## config.mk

```make
export PLATFORM = sky130hd
export DESIGN_NAME = rr_arbiter_n_flat
export DESIGN_NICKNAME = d
export VERILOG_FILES = /design/src/rtl/rr_arbiter_n_if.sv /design/src/rtl/rr_arbiter_n.sv /design/src/flat_wrapper.sv
export SDC_FILE = /design/constraint.sdc
export NUM_CORES = 1
export LEC_CHECK = 0
export ABC_AREA = 1
export BUFFER_PORTS_ARGS = -buffer_cell sky130_fd_sc_hd__buf_2
export CORE_MARGIN = 1.5
export CORE_UTILIZATION = 41
export CTS_CLUSTER_DIAMETER = 120
export DETAILED_ROUTE_END_ITERATION = 6
export GPL_ROUTABILITY_DRIVEN = 0
export SYNTH_ARGS = -nofsm -noshare
export SYNTH_HDL_FRONTEND = slang
export SYNTH_SLANG_ARGS = --single-unit
```

## constraint.sdc

```tcl
create_clock -name clk -period 2.4 [get_ports clk]
set_input_delay 0.48 -clock clk [delete_from_list [all_inputs] [get_ports clk]]
set_output_delay 0.48 -clock clk [all_outputs]
set_load 0.02 [all_outputs]
```

## src/rtl/rr_arbiter_n_if.sv

```systemverilog
// Request/grant bundle between N masters and one slave-port arbiter.
// The arbiter takes the slave modport; whoever drives requests takes the master modport.
interface rr_arbiter_n_if #(
    parameter int NUM_MASTERS = 4
);
    localparam int IDX_W = $clog2(NUM_MASTERS);

    logic [NUM_MASTERS-1:0] req;
    logic                   ack;
    logic [NUM_MASTERS-1:0] grant;
    logic [IDX_W-1:0]       grant_idx;
    logic                   busy;
    logic                   timeout;

    modport master (output req, ack, input grant, grant_idx, busy, timeout);
    modport slave  (input req, ack, output grant, grant_idx, busy, timeout);
endinterface

```

## src/rtl/rr_arbiter_n.sv

```systemverilog
// N-master round-robin arbiter with a registered one-hot grant and an encoded index.
// Define ARB_TIMEOUT_EN to add a grant watchdog that force-releases after TIMEOUT_CYCLES.
module rr_arbiter_n #(
    parameter int NUM_MASTERS    = 4,
    parameter int TIMEOUT_CYCLES = 64
) (
    input  logic          clk,
    input  logic          reset,
    rr_arbiter_n_if.slave bus
);
    localparam int IDX_W = $clog2(NUM_MASTERS);

    if (NUM_MASTERS < 2 || NUM_MASTERS > 16 || TIMEOUT_CYCLES < 1 || TIMEOUT_CYCLES > 65535) begin : g_param_check
        $error("rr_arbiter_n: parameter out of range");
    end

    typedef enum logic {IDLE, OWNED} state_t;

    state_t                 state_reg;
    logic [NUM_MASTERS-1:0] grant_reg;
    logic [IDX_W-1:0]       grant_idx_reg;
    logic [IDX_W-1:0]       last_reg;
    logic                   timeout_reg;

    logic                   owner_req;
    logic                   expire_now;
    logic                   release_now;
    logic [NUM_MASTERS-1:0] cand_req;
    logic [IDX_W-1:0]       start_idx;
    logic [IDX_W-1:0]       rot_idx [NUM_MASTERS];
    logic [NUM_MASTERS-1:0] rot_req;
    logic [IDX_W-1:0]       win_idx;
    logic                   win_found;

`ifdef ARB_TIMEOUT_EN
    localparam logic [15:0] WD_LIMIT = 16'(TIMEOUT_CYCLES - 1);
    logic [15:0] wd_cnt_reg;
`endif

    function automatic logic [IDX_W-1:0] next_idx(input logic [IDX_W-1:0] i);
        return (int'(i) == NUM_MASTERS - 1) ? '0 : i + 1'b1;
    endfunction

    always_comb begin
        owner_req  = |(bus.req & grant_reg);
        expire_now = 1'b0;
`ifdef ARB_TIMEOUT_EN
        expire_now = (state_reg == OWNED) && !bus.ack && owner_req && (wd_cnt_reg == WD_LIMIT);
`endif
        release_now = (state_reg == OWNED) && (bus.ack || !owner_req || expire_now);
        // The releasing master is masked so it cannot win back the edge it lets go.
        cand_req  = release_now ? (bus.req & ~grant_reg) : bus.req;
        start_idx = next_idx(release_now ? grant_idx_reg : last_reg);
    end

    // Position gi of the rotated request vector is absolute index (start + gi) mod N.
    for (genvar gi = 0; gi < NUM_MASTERS; gi++) begin : g_rotate
        logic [IDX_W:0] sum;
        assign sum         = {1'b0, start_idx} + (IDX_W+1)'(gi);
        assign rot_idx[gi] = IDX_W'((sum >= (IDX_W+1)'(NUM_MASTERS)) ? sum - (IDX_W+1)'(NUM_MASTERS) : sum);
        assign rot_req[gi] = cand_req[rot_idx[gi]];
    end

    always_comb begin
        win_found = 1'b0;
        win_idx   = '0;
        for (int k = NUM_MASTERS - 1; k >= 0; k--) begin
            if (rot_req[k]) begin
                win_found = 1'b1;
                win_idx   = rot_idx[k];
            end
        end
    end

    always_ff @(posedge clk) begin
        if (!reset) begin
            state_reg     <= IDLE;
            grant_reg     <= '0;
            grant_idx_reg <= '0;
            last_reg      <= IDX_W'(NUM_MASTERS - 1);
            timeout_reg   <= 1'b0;
`ifdef ARB_TIMEOUT_EN
            wd_cnt_reg    <= '0;
`endif
        end else begin
            timeout_reg <= 1'b0;
            case (state_reg)
                IDLE: begin
                    if (win_found) begin
                        state_reg     <= OWNED;
                        grant_reg     <= NUM_MASTERS'(1) << win_idx;
                        grant_idx_reg <= win_idx;
`ifdef ARB_TIMEOUT_EN
                        wd_cnt_reg    <= '0;
`endif
                    end
                end
                OWNED: begin
                    if (release_now) begin
                        last_reg    <= grant_idx_reg;
                        timeout_reg <= expire_now;
`ifdef ARB_TIMEOUT_EN
                        wd_cnt_reg  <= '0;
`endif
                        if (win_found) begin
                            grant_reg     <= NUM_MASTERS'(1) << win_idx;
                            grant_idx_reg <= win_idx;
                        end else begin
                            state_reg     <= IDLE;
                            grant_reg     <= '0;
                            grant_idx_reg <= '0;
                        end
                    end else begin
`ifdef ARB_TIMEOUT_EN
                        wd_cnt_reg <= wd_cnt_reg + 16'd1;
`endif
                    end
                end
                default: state_reg <= IDLE;
            endcase
        end
    end

    assign bus.grant     = grant_reg;
    assign bus.grant_idx = grant_idx_reg;
    assign bus.busy      = |grant_reg;
    assign bus.timeout   = timeout_reg;
endmodule

```

## src/flat_wrapper.sv

```systemverilog
// flat-port wrapper written by rule: the top's interface ports become plain ports
module rr_arbiter_n_flat 
#(
    parameter int NUM_MASTERS    = 4,
    parameter int TIMEOUT_CYCLES = 64
)
  (clk, reset, bus_req, bus_ack, bus_grant, bus_grant_idx, bus_busy, bus_timeout);
  rr_arbiter_n_if #(.NUM_MASTERS(NUM_MASTERS)) bus_i ();
  input  logic clk;
  input  logic reset;
  input wire logic [$bits(bus_i.req)-1:0] bus_req;
  input wire logic [$bits(bus_i.ack)-1:0] bus_ack;
  output wire logic [$bits(bus_i.grant)-1:0] bus_grant;
  output wire logic [$bits(bus_i.grant_idx)-1:0] bus_grant_idx;
  output wire logic [$bits(bus_i.busy)-1:0] bus_busy;
  output wire logic [$bits(bus_i.timeout)-1:0] bus_timeout;
  assign bus_i.req = bus_req;
  assign bus_i.ack = bus_ack;
  assign bus_grant = bus_i.grant;
  assign bus_grant_idx = bus_i.grant_idx;
  assign bus_busy = bus_i.busy;
  assign bus_timeout = bus_i.timeout;
  rr_arbiter_n #(.NUM_MASTERS(NUM_MASTERS), .TIMEOUT_CYCLES(TIMEOUT_CYCLES)) u_core (.clk(clk), .reset(reset), .bus(bus_i));
endmodule
```

-- After elaboration in Yosys (flattened, before gate mapping)
Index checks and enable logic that the tools add are counted.
Widths: inputs -> output; s select.
- memory bits (read-only): 0
- output and inout bits: 8
- input bits: 7
- memories: 0
- register bits after elaboration: 9
- logic and storage cells: 68
- memory bits (writable): 0
- latch bits: 0
- equal/unequal tests: 3
- mux-type cells: 34
- divide/modulo/power cells: 0
- bitwise logic cells: 4
- add/subtract/negate cells: 8
- shifts and indexed selects: 1
- multipliers: 0
- magnitude comparators: 8
- reductions and logical operators: 6
- operator list (kind ; number):
    $mux 2 ; 13
    $mux 4 ; 4
    $lt 2x3->1 const B ; 4
    $mux 1 ; 10
    $ge 3x3->1 const B ; 3
    $and 4x4->4 ; 2
    $bmux 1 s2 ; 4
    $pmux 4 s2 ; 1
    $reduce_or 4->1 ; 2
    $sub 2x1->2 const B ; 4
    $add 2x2->3 const B ; 2
    $not 4->4 ; 1
    $pmux 2 s2 ; 1
    $shl 1x2->4 const A ; 1
    $add 2x1->3 const B ; 1
    $ge 2x3->1 const B ; 1
    $add 2x1->2 const B ; 1
    $eq 2x1->1 const B ; 1
    $ne 2x1->1 const B ; 1
    $ne 2x2->1 const B ; 1
    $pmux 1 s2 ; 1
    $reduce_and 2->1 ; 1
    $logic_and 1x1->1 ; 1
    $logic_not 1->1 ; 1
    other kinds (2) ; 2

-- Longest topological paths before layout
Gate-level depths: netlist (run 1).
- word-level depth: 21
- depth in mapped cells: 17

-- Worst setup path before layout (run 1)
No wires, ideal clock.
- kind: input to register
- start point: in bus_req[2]
- end point: reg u_core.grant_reg[1], in the netlist u_core.bus.grant[1]
- data arrival time: 1.867 ns
- slack: 0.411 ns
- data required time: 2.279 ns
- setup time: 0.121 ns
- stages: 17
- cells stage by stage: nand2_1 > nand2_2 > o21ai_4 > nand2_4 > nand2_2 > nand2_2 > buf_6 > nand2_2 > nand2_1 > nand2_1 > nor2_2 > nor2_2 > inv_2 > nand2_4 > clkinv_2 > nand2_1 > a21oi_1
- longest elaborated chain between the ends: 21
- elaborated cells on any way between the ends: 50
- classes of those cells: add/sub (8); order compare (4); eq/ne (3); shift (1); mux (27); bitwise (2); reduce/logical (5)
- ends and longest elaborated chain (element ; line ; RTL):
    from (decl) ; flat_wrapper.sv:11 ; input wire logic [$bits(bus_i.req)-1:0] bus_req;
    $and 4x4->4 ; rr_arbiter_n.sv:45 ; owner_req = |(bus.req & grant_reg);
    $reduce_or 4->1 ; rr_arbiter_n.sv:45 ;
    $logic_not 1->1 ; rr_arbiter_n.sv:50 ; release_now = (state_reg == OWNED) && (bus.ack || !owner_req || expire_now);
    $logic_or 1x1->1 ; rr_arbiter_n.sv:50 ;
    $logic_and 1x1->1 ; rr_arbiter_n.sv:50 ;
    $mux 2 ; rr_arbiter_n.sv:53 ; start_idx = next_idx(release_now ? grant_idx_reg : last_reg);
    $add 2x1->2 / $eq 2x1->1 (equally long branches) ; rr_arbiter_n.sv:41 ; return (int'(i) == NUM_MASTERS - 1) ? '0 : i + 1'b1;
    $mux 2 ; rr_arbiter_n.sv:41 ;
    [... 2 more ...] ; -- ;
    $mux 2 ; rr_arbiter_n.sv:60 ; assign rot_idx[gi] = IDX_W'((sum >= (IDX_W+1)'(NUM_MASTERS)) ? sum - (IDX_W+1)'(NUM_MASTERS) : sum);
    $bmux 1 s2 ; rr_arbiter_n.sv:61 ; assign rot_req[gi] = cand_req[rot_idx[gi]];
    $mux 1 (not written as such) ; rr_arbiter_n.sv:61 ;
    $mux 2 (4 in series) ; rr_arbiter_n.sv:68 ; if (rot_req[k]) begin
    $shl 1x2->4 ; rr_arbiter_n.sv:91, rr_arbiter_n.sv:106 ;
    $mux 4 ; rr_arbiter_n.sv:105 ; if (win_found) begin
    $mux 4 ; rr_arbiter_n.sv:99 ; if (release_now) begin
    $pmux 4 s2 ; rr_arbiter_n.sv:87 ; case (state_reg)
    to (signal assigned) ; rr_arbiter_n.sv:91 ; grant_reg <= NUM_MASTERS'(1) << win_idx;
    to (signal assigned) ; rr_arbiter_n.sv:106 ; grant_reg <= NUM_MASTERS'(1) << win_idx;
    to (decl) ; rr_arbiter_n.sv:20 ; logic [NUM_MASTERS-1:0] grant_reg;
Several ways; a longest one is shown, not always the timed one. The select of a mux whose other input is x is not followed.
A chain may end at the register's enable or synchronous reset.

-- Worst setup path after layout (run 1)
- start point: reg u_core.grant_reg[3], in the netlist u_core.bus.grant[3]
- end point: reg u_core.grant_reg[3], in the netlist u_core.bus.grant[3]
- longest elaborated chain between the ends: 21
- elaborated cells on any way between the ends: 51
- classes of those cells: add/sub (8); order compare (4); eq/ne (3); shift (1); mux (27); bitwise (3); reduce/logical (5)
- ends and longest elaborated chain (element ; line):
    $and 4x4->4 ; rr_arbiter_n.sv:45
    $reduce_or 4->1 ; rr_arbiter_n.sv:45
    $logic_not 1->1 ; rr_arbiter_n.sv:50
    $logic_or 1x1->1 ; rr_arbiter_n.sv:50
    $logic_and 1x1->1 ; rr_arbiter_n.sv:50
    $mux 2 ; rr_arbiter_n.sv:53
    $add 2x1->2 / $eq 2x1->1 (equally long branches) ; rr_arbiter_n.sv:41
    $mux 2 ; rr_arbiter_n.sv:41
    [... 2 more ...] ; --
    $mux 2 ; rr_arbiter_n.sv:60
    $bmux 1 s2 ; rr_arbiter_n.sv:61
    $mux 1 (not written as such) ; rr_arbiter_n.sv:61
    $mux 2 (4 in series) ; rr_arbiter_n.sv:68
    $shl 1x2->4 ; rr_arbiter_n.sv:91, rr_arbiter_n.sv:106
    $mux 4 ; rr_arbiter_n.sv:105
    $mux 4 ; rr_arbiter_n.sv:99
    $pmux 4 s2 ; rr_arbiter_n.sv:87
Several ways; a longest one is shown, not always the timed one. The select of a mux whose other input is x is not followed.

==> run_results.csv, run 1 <==
group,metric,value,unit
synthesis,ys_seq_elements,9,
power,p_leak,0.000507,uW
clock_tree,cts.path.max_buffers,2,
placement,pre_cts_ws,114,ps
synthesis,netlist_area,767,sq um
sta,setup_violations,0,
outcome,status,"complete, no violations",
clock_tree,h-tree-depth,1,
critical_path,critPathKind,"flip-flop to flip-flop",
routing,avgRoutedWirePerCell,9.56,um
global_route,grt_pass1_wl,2770,um
critical_path,crit_path_max_fanout,12,
global_route,antenna_found_initial,0,
floorplan,io_pins,15,
floorplan,rows,15,
sta,rsz0062_at_grt,"no",
critical_path,crit_start,"u_core.bus.grant[3]$_SDFFE_PN0P_",
power,vdd_ir_drop_max,0.646,mV
routing,drt_wl_total,1660,um
routing,remaining_drc_errors,0,
clock_tree,cts_hold_buf,0,
critical_path,worstSetupEndpoint,"u_core.bus.grant[3]$_SDFFE_PN0P_",
clock_tree,cts.sinks,9,
floorplan,coreArea,1750,sq um
clock_tree,cts_setup_buffers,0,
critical_path,worstReg2RegStart,"u_core.bus.grant[3]$_SDFFE_PN0P_",
floorplan,die_y,46.3,um
floorplan,initial_utilization,43.9,%
sta,hold_violations,0,
finish,syn_to_final_growth,13.1,%
placement,dp_hpwl,1300,um
routing,vias,803,
clock_tree,clk-insertion-delay-late,260,ps
global_route,track_usage,18.2,%
critical_path,r2r_slack,320,ps
critical_path,reg2reg_to,"u_core.bus.grant[3]$_SDFFE_PN0P_",
min_path,hold_class,"primary input to flip-flop",
finish,largest_register_ffs,4,
sta,min_period,2080,ps
synthesis,ys_seq_area_share,23.5,%
placement,postPlaceCellArea,841,sq um
sta,clock.fmax,482,MHz
synthesis,synth_cell_types,20,
routing,drt-initial-drc-count,17,
synthesis,syn_nets,142,
clock_tree,cts_inserted_buffers,3,
critical_path,startpoint_type,"flip-flop",
sta,final.period_utilization,86.5,%
finish,fin_area,867,sq um
synthesis,yosys_warnings,0,
routing,drt_pass1_iterations,4,
clock_tree,clkTransAtPathRegs,60,ps
global_route,grt_max_degree,13,
sta,setup_tns,0,ps
sta,worst_hold_slack,414,ps
clock_tree,cts_tree,"done",
synthesis,async_flop_share,0,%
floorplan,die_area,2140,sq um
global_route,grt_pass1_vias,634,
critical_path,arrival,2270,ps
clock_tree,ctsResizeCount,0,
placement,io_buffer_count,13,
routing,viasPerCell,4.61,
synthesis,synth_edf_count,0,
sta,slew_violations,0,
finish,final_layout_size_suffix_gt1_share,24.2,%
routing,drtAntennaViolNets,0,
power,power_density,1380,nW/um^2
finish,nFillCells,203,
finish,n_antenna_cell,0,
sta,setup_ws,324,ps
synthesis,ys.flop_type,"dfxtp_1",
critical_path,endpoint_kind,"flip-flop",
job,maxCapViolCount,0,
sta,fin_skew,4.11,ps
global_route,grt-ovfl-total,0,
critical_path,reg2regPathDepth,15,
clock_tree,cts-root-buf,"clkbuf_4",
floorplan,die_x,46.3,um
critical_path,worstPathRequired,2590,ps
finish,final_nets,157,
synthesis,synthCells,135,
synthesis,synth_area_per_cell,5.68,sq um
[through the flow]
step / power [uW] / instances / util (%)
4_1_cts: 1210 / 174 / 49.7
3_5_place_dp: 1090 / 170 / 48.2
5_1_grt: 1340 / 174 / 49.7
3_3_place_gp: 1080 / 170 / 48.2
2_1_floorplan: 927 / 135 / -
6_report: 1200 / 174 / 49.7
[cell type report]
| class | instances | area, sq um | share of cell area [%] |
|---|---|---|---|
| clock buffers | 4 | 26.3 | 3.03 |
| inverters | 18 | 68.8 | 7.94 |
| multi-input cells | 105 | 495 | 57.1 |
| flip-flops and latches | 9 | 180 | 20.8 |
| well taps | 25 | 31.3 | 3.61 |
| repair buffers | 13 | 65.1 | 7.50 |
[layer usage]
layer	vias to the layer above	global-route usage [%]	share of wire (%)
li1	440	-	-
met1	343	25.0	52
met2	18	26.9	42
met3	2	5.88	5.2
met4	0	5.14	0.66
met5	-	0	0
[cells by family after synthesis]
kind of cell | count (synthesis) | synth area share (%)
buffers and inverters | 21 | 11.9
DFF | 9 | 23.5
other | 1 | 0.489
AOI/OAI and AO/OA | 8 | 6.69
and+or+nand+nor | 96 | 57.4
[worst max-delay path, cell delays in order (launching register included)]
cell	delay (ps)
dfxtp_1	350
nand2_1	80
nand2_2	60
o21ai_4	310
nand3_2	110
nand2_2	220
nand2_1	100
nand2_2	90
nand2_2	70
nor2_2	150
nor2_2	60
inv_2	80
nand2_4	70
clkinv_2	80
nand2_1	50
a21oi_1	140
[where the power goes]
part	internal (uW)	switching, uW
sequential	207	56.1
combinational	272	550
clock	63.9	50.8
total	543	657
[cell usage in the layout, fill, tap and decap left out]
| cell | n |
|---|---|
| nand2_1 | 58 |
| inv_1 | 16 |
| nand3_1 | 13 |
| buf_2 | 13 |
| nand2_2 | 11 |
| dfxtp_1 | 9 |
| a21oi_1 | 6 |
| nor2_1 | 6 |
| nor2_2 | 3 |
| clkbuf_4 | 3 |
| nand2_4 | 2 |
| or4_1 | 1 |
| o21ai_4 | 1 |
| nand3_2 | 1 |
| nand3b_1 | 1 |
| inv_2 | 1 |
| o21ai_1 | 1 |
| clkinv_2 | 1 |
| conb_1 | 1 |
| clkbuf_1 | 1 |
[worst min path at each step]
stage | from | end | slack [ps] | depth (start not counted)
after CTS | reset | u_core.last_reg[1]$_SDFFE_PN1P_ | 410 | 2
after global placement | u_core.bus.grant_idx[1]$_SDFFE_PN0P_ | u_core.bus.grant_idx[1]$_SDFFE_PN0P_ | 480 | 2
after global routing | reset | u_core.last_reg[1]$_SDFFE_PN1P_ | 410 | 2
after detailed placement | u_core.bus.grant_idx[1]$_SDFFE_PN0P_ | u_core.bus.grant_idx[1]$_SDFFE_PN0P_ | 490 | 2
after floorplan | u_core.last_reg[1]$_SDFFE_PN1P_ | u_core.last_reg[1]$_SDFFE_PN1P_ | 550 | 4
final | reset | u_core.last_reg[0]$_SDFFE_PN1P_ | 410 | 2
[cells in the mapped netlist, types with 2 or more instances]
| cell | n | area (sq um) |
|---|---|---|
| nor2_2 | 3 | 18.8 |
| nor2_1 | 6 | 22.5 |
| dfxtp_1 | 9 | 180 |
| inv_1 | 16 | 60.1 |
| nand2_1 | 58 | 218 |
| a21oi_1 | 6 | 30.0 |
| nand3_1 | 13 | 65.1 |
| nand2_2 | 11 | 68.8 |
| nand2_4 | 2 | 22.5 |
Note: power is estimated with default switching activity, not from simulation.
==> inputs of run 2 (changes only) <==
--- a/config.mk
+++ b/config.mk
@@ -9,6 +9,7 @@
 export BUFFER_PORTS_ARGS = -buffer_cell sky130_fd_sc_hd__buf_2
 export CORE_MARGIN = 1.5
 export CORE_UTILIZATION = 41
+export CTS_BUF_LIST = sky130_fd_sc_hd__clkbuf_2 sky130_fd_sc_hd__clkbuf_4 sky130_fd_sc_hd__clkbuf_8
 export CTS_CLUSTER_DIAMETER = 120
 export DETAILED_ROUTE_END_ITERATION = 6
 export GPL_ROUTABILITY_DRIVEN = 0
==> run 2 against run 1 <==
Against the previous run:
- critical path depth is 1 higher
- via count down 0.37%
- final cell count is the same
- utilization is 0.22 points higher
- clock-buffer cell count unchanged
- combinational power barely moved
- sequential share of layout area shrank 0.090 points
- largest cell class unchanged
==> run_results.csv, run 2 (synthesis gave the netlist of run 1 again) <==
group,metric,value,unit
power,power_density,1390,nW/um^2
sta,worst_hold_slack,411,ps
routing,drt_pass1_iterations,4,
floorplan,die_x,46.3,um
critical_path,critPathMaxStageDelay,350,ps
power,swShare,54.3,%
routing,drt-initial-drc-count,20,
critical_path,arrival,2220,ps
floorplan,initial_utilization,43.9,%
critical_path,path_delay_family,"simple AND/OR/NAND/NOR gates",
min_path,hold_class,"primary input to flip-flop",
clock_tree,cts-root-buf,"clkbuf_4",
global_route,grt_pass1_wl,2750,um
clock_tree,cts_hold_buf,0,
critical_path,worst_path_most_repeated_cell,"nand2_1",
clock_tree,cts.sinks,9,
global_route,grt_max_degree,13,
routing,viasPerCell,4.60,
routing,remaining_drc_errors,0,
routing,drtAntennaViolNets,0,
critical_path,crit_path_max_fanout,10,
clock_tree,cts_tree,"done",
global_route,grt_pass1_vias,632,
sta,rsz0062_at_grt,"no",
sta,fin_skew,5.62,ps
critical_path,critPathKind,"flip-flop to flip-flop",
routing,vias,800,
sta,min_period,2070,ps
sta,setup_tns,0,ps
finish,finalCoreUtilization,49.9,%
sta,slew_violations,0,
clock_tree,cts_setup_buffers,0,
power,p_seq_share,21.7,%
clock_tree,cts_inserted_buffers,3,
sta,setup_violations,0,
floorplan,rows,15,
critical_path,critPathBufInv,0,
clock_tree,h-tree-depth,1,
critical_path,startpoint_type,"flip-flop",
floorplan,die_area,2140,sq um
global_route,antenna_found_initial,0,
critical_path,crit_chain,"nand2_1 -> nand2_2 -> o21ai_4 -> nand2_4 -> nand2_1 -> nand2_2 -> nand2_1 -> nand2_2 -> nand2_1 -> nand2_1 -> nand2_1 -> nand3_1 -> nand2_1 -> nor2_1 -> nor2_1 -> nor2_1",
floorplan,die_y,46.3,um
clock_tree,cts.path.max_buffers,2,
floorplan,io_pins,15,
global_route,track_usage,17.9,%
sta,hold_violations,0,
power,vdd_ir_drop_max,0.612,mV
outcome,status,"complete, no violations",
finish,syn_to_final_growth,13.5,%
critical_path,cp_slowest_cell,"dfxtp_1",
placement,io_buffer_count,13,
sta,setup_ws,334,ps
critical_path,worstPathRequired,2550,ps
sta,final.period_utilization,86.1,%
sta,clock.fmax,484,MHz
placement,pre_cts_ws,114,ps
routing,drt_wl_total,1670,um
power,pwr-share-clk,10.5,%
power,p_leak,0.000511,uW
global_route,grt-ovfl-total,0,
clock_tree,clk-insertion-delay-late,260,ps
floorplan,coreArea,1750,sq um
placement,dp_hpwl,1300,um
finish,n_antenna_cell,0,
power,pwr-share-comb,67.7,%
clock_tree,ctsResizeCount,0,
finish,layout_commonest_cell,"nand2_1",
routing,avgRoutedWirePerCell,9.58,um
finish,largest_register_ffs,4,
finish,final_nets,157,
finish,final_cell_mix,"58 x nand2_1, 16 x inv_1, 13 x nand3_1, 13 x buf_2, 11 x nand2_2",
finish,final_layout_size_suffix_gt1_share,24.8,%
critical_path,endpoint_kind,"flip-flop",
job,maxCapViolCount,0,
power,p_sw,659,uW
power,p_int,554,uW
clock_tree,clkTransAtPathRegs,60,ps
## run 2: cell counts in the layout (fill, tap and decap cells not counted)
No cell type changed its count.
## run 2: routing by layer
metal / track usage (%) / wire length [um] / up-vias
li1: - / - / 439
met1: 25.0 / 863 / 341
met2: 26.9 / 706 / 18
met3: 5.88 / 85 / 2
met4: 3.43 / 12 / 0
met5: 0 / 0 / -
## run 2: through the flow
stage | instances | area (sq um) | power, uW
final | 174 | 871 | 1210
after global routing | 174 | 871 | 1350
after CTS | 174 | 871 | 1220
after detailed placement | 170 | 841 | 1090
after global placement | 170 | 841 | 1080
after floorplan | 135 | 767 | 927
## run 2: worst paths after layout
kind	start	to	slack, ps	cells after the start
max	u_core.bus.grant[3]$_SDFFE_PN0P_	u_core.bus.grant[0]$_SDFFE_PN0P_	330	16
min	reset	u_core.last_reg[0]$_SDFFE_PN1P_	410	2
max reg2reg	u_core.bus.grant[3]$_SDFFE_PN0P_	u_core.bus.grant[0]$_SDFFE_PN0P_	330	16
min reg2reg	u_core.bus.grant_idx[1]$_SDFFE_PN0P_	u_core.bus.grant_idx[1]$_SDFFE_PN0P_	490	2
## run 2: cell type report
type	instances	area (sq um)
Fill cell	203	875
Timing Repair Buffer	13	65.1
Tap cell	25	31.3
Multi-Input combinational cell	105	495
Sequential cell	9	180
Clock buffer	4	30.0
Inverter	18	68.8
## run 2: power by group through the flow
stage | registers (uW) | clock network [uW] | logic [uW]
2_1_floorplan | 307 | 0 | 620
3_3_place_gp | 267 | 0 | 813
3_5_place_dp | 267 | 0 | 819
4_1_cts | 264 | 131 | 825
5_1_grt | 274 | 139 | 937
6_report | 264 | 128 | 822
==> inputs of run 3 (changes only) <==
--- a/config.mk
+++ b/config.mk
@@ -8,11 +8,11 @@
 export ABC_AREA = 1
 export BUFFER_PORTS_ARGS = -buffer_cell sky130_fd_sc_hd__buf_2
 export CORE_MARGIN = 1.5
-export CORE_UTILIZATION = 41
+export CORE_UTILIZATION = 56
 export CTS_BUF_LIST = sky130_fd_sc_hd__clkbuf_2 sky130_fd_sc_hd__clkbuf_4 sky130_fd_sc_hd__clkbuf_8
-export CTS_CLUSTER_DIAMETER = 120
 export DETAILED_ROUTE_END_ITERATION = 6
 export GPL_ROUTABILITY_DRIVEN = 0
+export PLACE_DENSITY = 0.81
 export SYNTH_ARGS = -nofsm -noshare
 export SYNTH_HDL_FRONTEND = slang
 export SYNTH_SLANG_ARGS = --single-unit
==> constraint.sdc (replaced) <==
create_clock -name clk -period 2 [get_ports clk]
set_input_delay 0.4 -clock clk [delete_from_list [all_inputs] [get_ports clk]]
set_output_delay 0.4 -clock clk [all_outputs]
set_load 0.02 [all_outputs]
==> run 3 against run 2 <==
Against the previous run:
- critical path depth stayed put
- first-iteration DRC count rose to 3.4 times the previous value
- clock-buffer cell count unchanged
- non-clock buffer count increased by 18
- the flow now finishes with violations (setup timing)
==> run_results.csv, run 3 (synthesis gave the netlist of run 1 again) <==
group,metric,value,unit
outcome,status,"finished, violations left",
outcome,violations,"setup timing",
placement,dp_hpwl,1420,um
routing,drtAntennaViolNets,0,
clock_tree,cts.sinks,9,
finish,instances_no_fill,183,
critical_path,crit_path_max_fanout,8,
power,pwr-share-comb,76.2,%
power,p_total,2080,uW
global_route,grt-ovfl-total,0,
global_route,grt_pass1_vias,783,
clock_tree,cts_inserted_buffers,3,
critical_path,arrival,2240,ps
critical_path,r2r_slack,-30,ps
placement,pre_cts_ws,-254,ps
routing,highest_layer,"met4",
finish,finalCoreUtilization,91.4,%
critical_path,critPathKind,"flip-flop to flip-flop",
routing,drt_pass1_iterations,4,
clock_tree,cts-root-buf,"clkbuf_4",
floorplan,coreArea,1280,sq um
finish,nFillCells,61,
critical_path,path_delay_family,"simple AND/OR/NAND/NOR gates",
power,p_int,945,uW
floorplan,die_x,40.0,um
routing,wl_met3,276,um
sta,setup_violations,4,
routing,remaining_drc_errors,0,
clock_tree,h-tree-depth,1,
power,power_density,1770,nW/um^2
critical_path,cp_slowest_cell,"dfxtp_2",
critical_path,worst_path_most_repeated_cell,"nand2_2",
global_route,track_usage,30.2,%
critical_path,endpoint_kind,"flip-flop",
routing,drt_wl_total,2900,um
critical_path,reg2regPathDepth,16,
power,p_leak,0.000648,uW
clock_tree,cts_tree,"done",
sta,clock.fmax,492,MHz
critical_path,worstReg2RegStart,"u_core.bus.grant[3]$_SDFFE_PN0P_",
critical_path,startpoint_type,"flip-flop",
critical_path,worstSetupEndpoint,"u_core.bus.grant_idx[0]$_SDFFE_PN0P_",
sta,hold_violations,0,
power,vdd_ir_drop_max,1.16,mV
floorplan,die_area,1600,sq um
sta,slew_violations,0,
floorplan,io_pins,15,
finish,final_layout_size_suffix_gt1_share,51.8,%
finish,largest_register_ffs,4,
finish,layout_commonest_cell,"nand2_1",
sta,worst_hold_slack,307,ps
finish,final_cell_mix,"37 x nand2_1, 26 x nand2_2, 16 x inv_1",
critical_path,cp.depth,16,
routing,dr_wl_met2,1400,um
clock_tree,clk-insertion-delay-late,280,ps
clock_tree,cts_hold_buf,0,
routing,met1_length,1050,um
routing,vias,1058,
placement,place_inst,171,
clock_tree,cts.path.max_buffers,2,
sta,fin_skew,1.10,ps
sta,setup_ws,-32.7,ps
finish,syn_to_final_growth,53.2,%
sta,min_period,2030,ps
job,maxCapViolCount,0,
finish,final_nets,176,
power,pwr-share-clk,8.4,%
global_route,antenna_found_initial,0,
global_route,grt_pass1_wl,3180,um
routing,drt-initial-drc-count,67,
power,p_sw,1140,uW
finish,n_antenna_cell,0,
routing,avgRoutedWirePerCell,15.8,um
floorplan,rows,13,
critical_path,crit_chain,"nand2_2 -> nand2_2 -> o21ai_4 -> buf_12 -> nand3_1 -> nand2_2 -> nand2_1 -> nand2_1 -> nand2_2 -> nor2_4 -> nor2_4 -> inv_2 -> nand2_4 -> inv_4 -> nand2_1 -> a21oi_1",
floorplan,initial_utilization,59.7,%
sta,rsz0062_at_grt,"yes",
power,swShare,54.6,%
critical_path,worstPathRequired,2210,ps
min_path,hold_class,"primary input to flip-flop",
power,p_seq_share,15.4,%
routing,viasPerCell,5.78,
sta,final.period_utilization,102,%
critical_path,critPathBufInv,3,
critical_path,crit_start,"u_core.bus.grant[3]$_SDFFE_PN0P_",
critical_path,critPathMaxStageDelay,330,ps
clock_tree,clkTransAtPathRegs,70,ps
floorplan,die_y,40.0,um
placement,io_buffer_count,13,
critical_path,reg2reg_to,"u_core.bus.grant_idx[0]$_SDFFE_PN0P_",
global_route,grt_max_degree,11,
[run 3: changes by cell type in the layout (fill, tap and decap cells not counted), sizes merged]
| cell | before | now |
|---|---|---|
| clkinv | 1 | 0 |
| nand2 | 71 | 72 |
| buf | 13 | 31 |
| inv | 17 | 18 |
[run 3: per-stage QoR]
stage / cell area, sq um / setup TNS (ps)
global placement: 911 / -817
global route: 1170 / -499
CTS: 1010 / 0
detailed placement: 911 / -1390
finish: 1170 / -57.4
floorplan: 767 / 0
[run 3: worst min path at each step]
| stage | startpoint | to | slack [ps] | cells past startpoint |
|---|---|---|---|---|
| 2_1_floorplan | reset | u_core.last_reg[0]$_SDFFE_PN1P_ | 470 | 1 |
| 4_1_cts | reset | u_core.last_reg[1]$_SDFFE_PN1P_ | 330 | 2 |
| 6_report | reset | u_core.last_reg[0]$_SDFFE_PN1P_ | 310 | 2 |
| 3_3_place_gp | u_core.bus.grant_idx[1]$_SDFFE_PN0P_ | u_core.bus.grant_idx[1]$_SDFFE_PN0P_ | 480 | 2 |
| 3_5_place_dp | u_core.bus.grant_idx[1]$_SDFFE_PN0P_ | u_core.bus.grant_idx[1]$_SDFFE_PN0P_ | 490 | 2 |
| 5_1_grt | reset | u_core.last_reg[1]$_SDFFE_PN1P_ | 310 | 2 |
[run 3: timing repair]
item | CTS | global route
pin swaps | 5 | 18
gates resized for setup | 8 | 38
gates cloned | 1 | 0
endpoints found under the hold margin | 0 | 0
setup endpoints to repair | 6 | 7
buffers inserted | 5 | 2
[run 3: cell type report]
class	instances	area [sq um]	share of cell area, %
repair buffers	31	220	18.7
multi-input cells	106	651	55.4
flip-flops and latches	9	185	15.8
clock buffers	4	30.0	2.56
inverters	18	70.1	5.96
well taps	15	18.8	1.60
[run 3: metal layers]
metal / vias up / track usage [%]
li1: 477 / -
met1: 461 / 33.0
met2: 90 / 58.5
met3: 30 / 3.33
met4: 0 / 10.3
met5: - / 0
[run 3: power groups by stage]
stage,logic (uW),registers [uW],clock network [uW]
after detailed placement,1110,298,0
final,1590,321,176
after global placement,1080,297,0
after CTS,1220,299,159
after global routing,1680,331,176
after floorplan,744,368,0
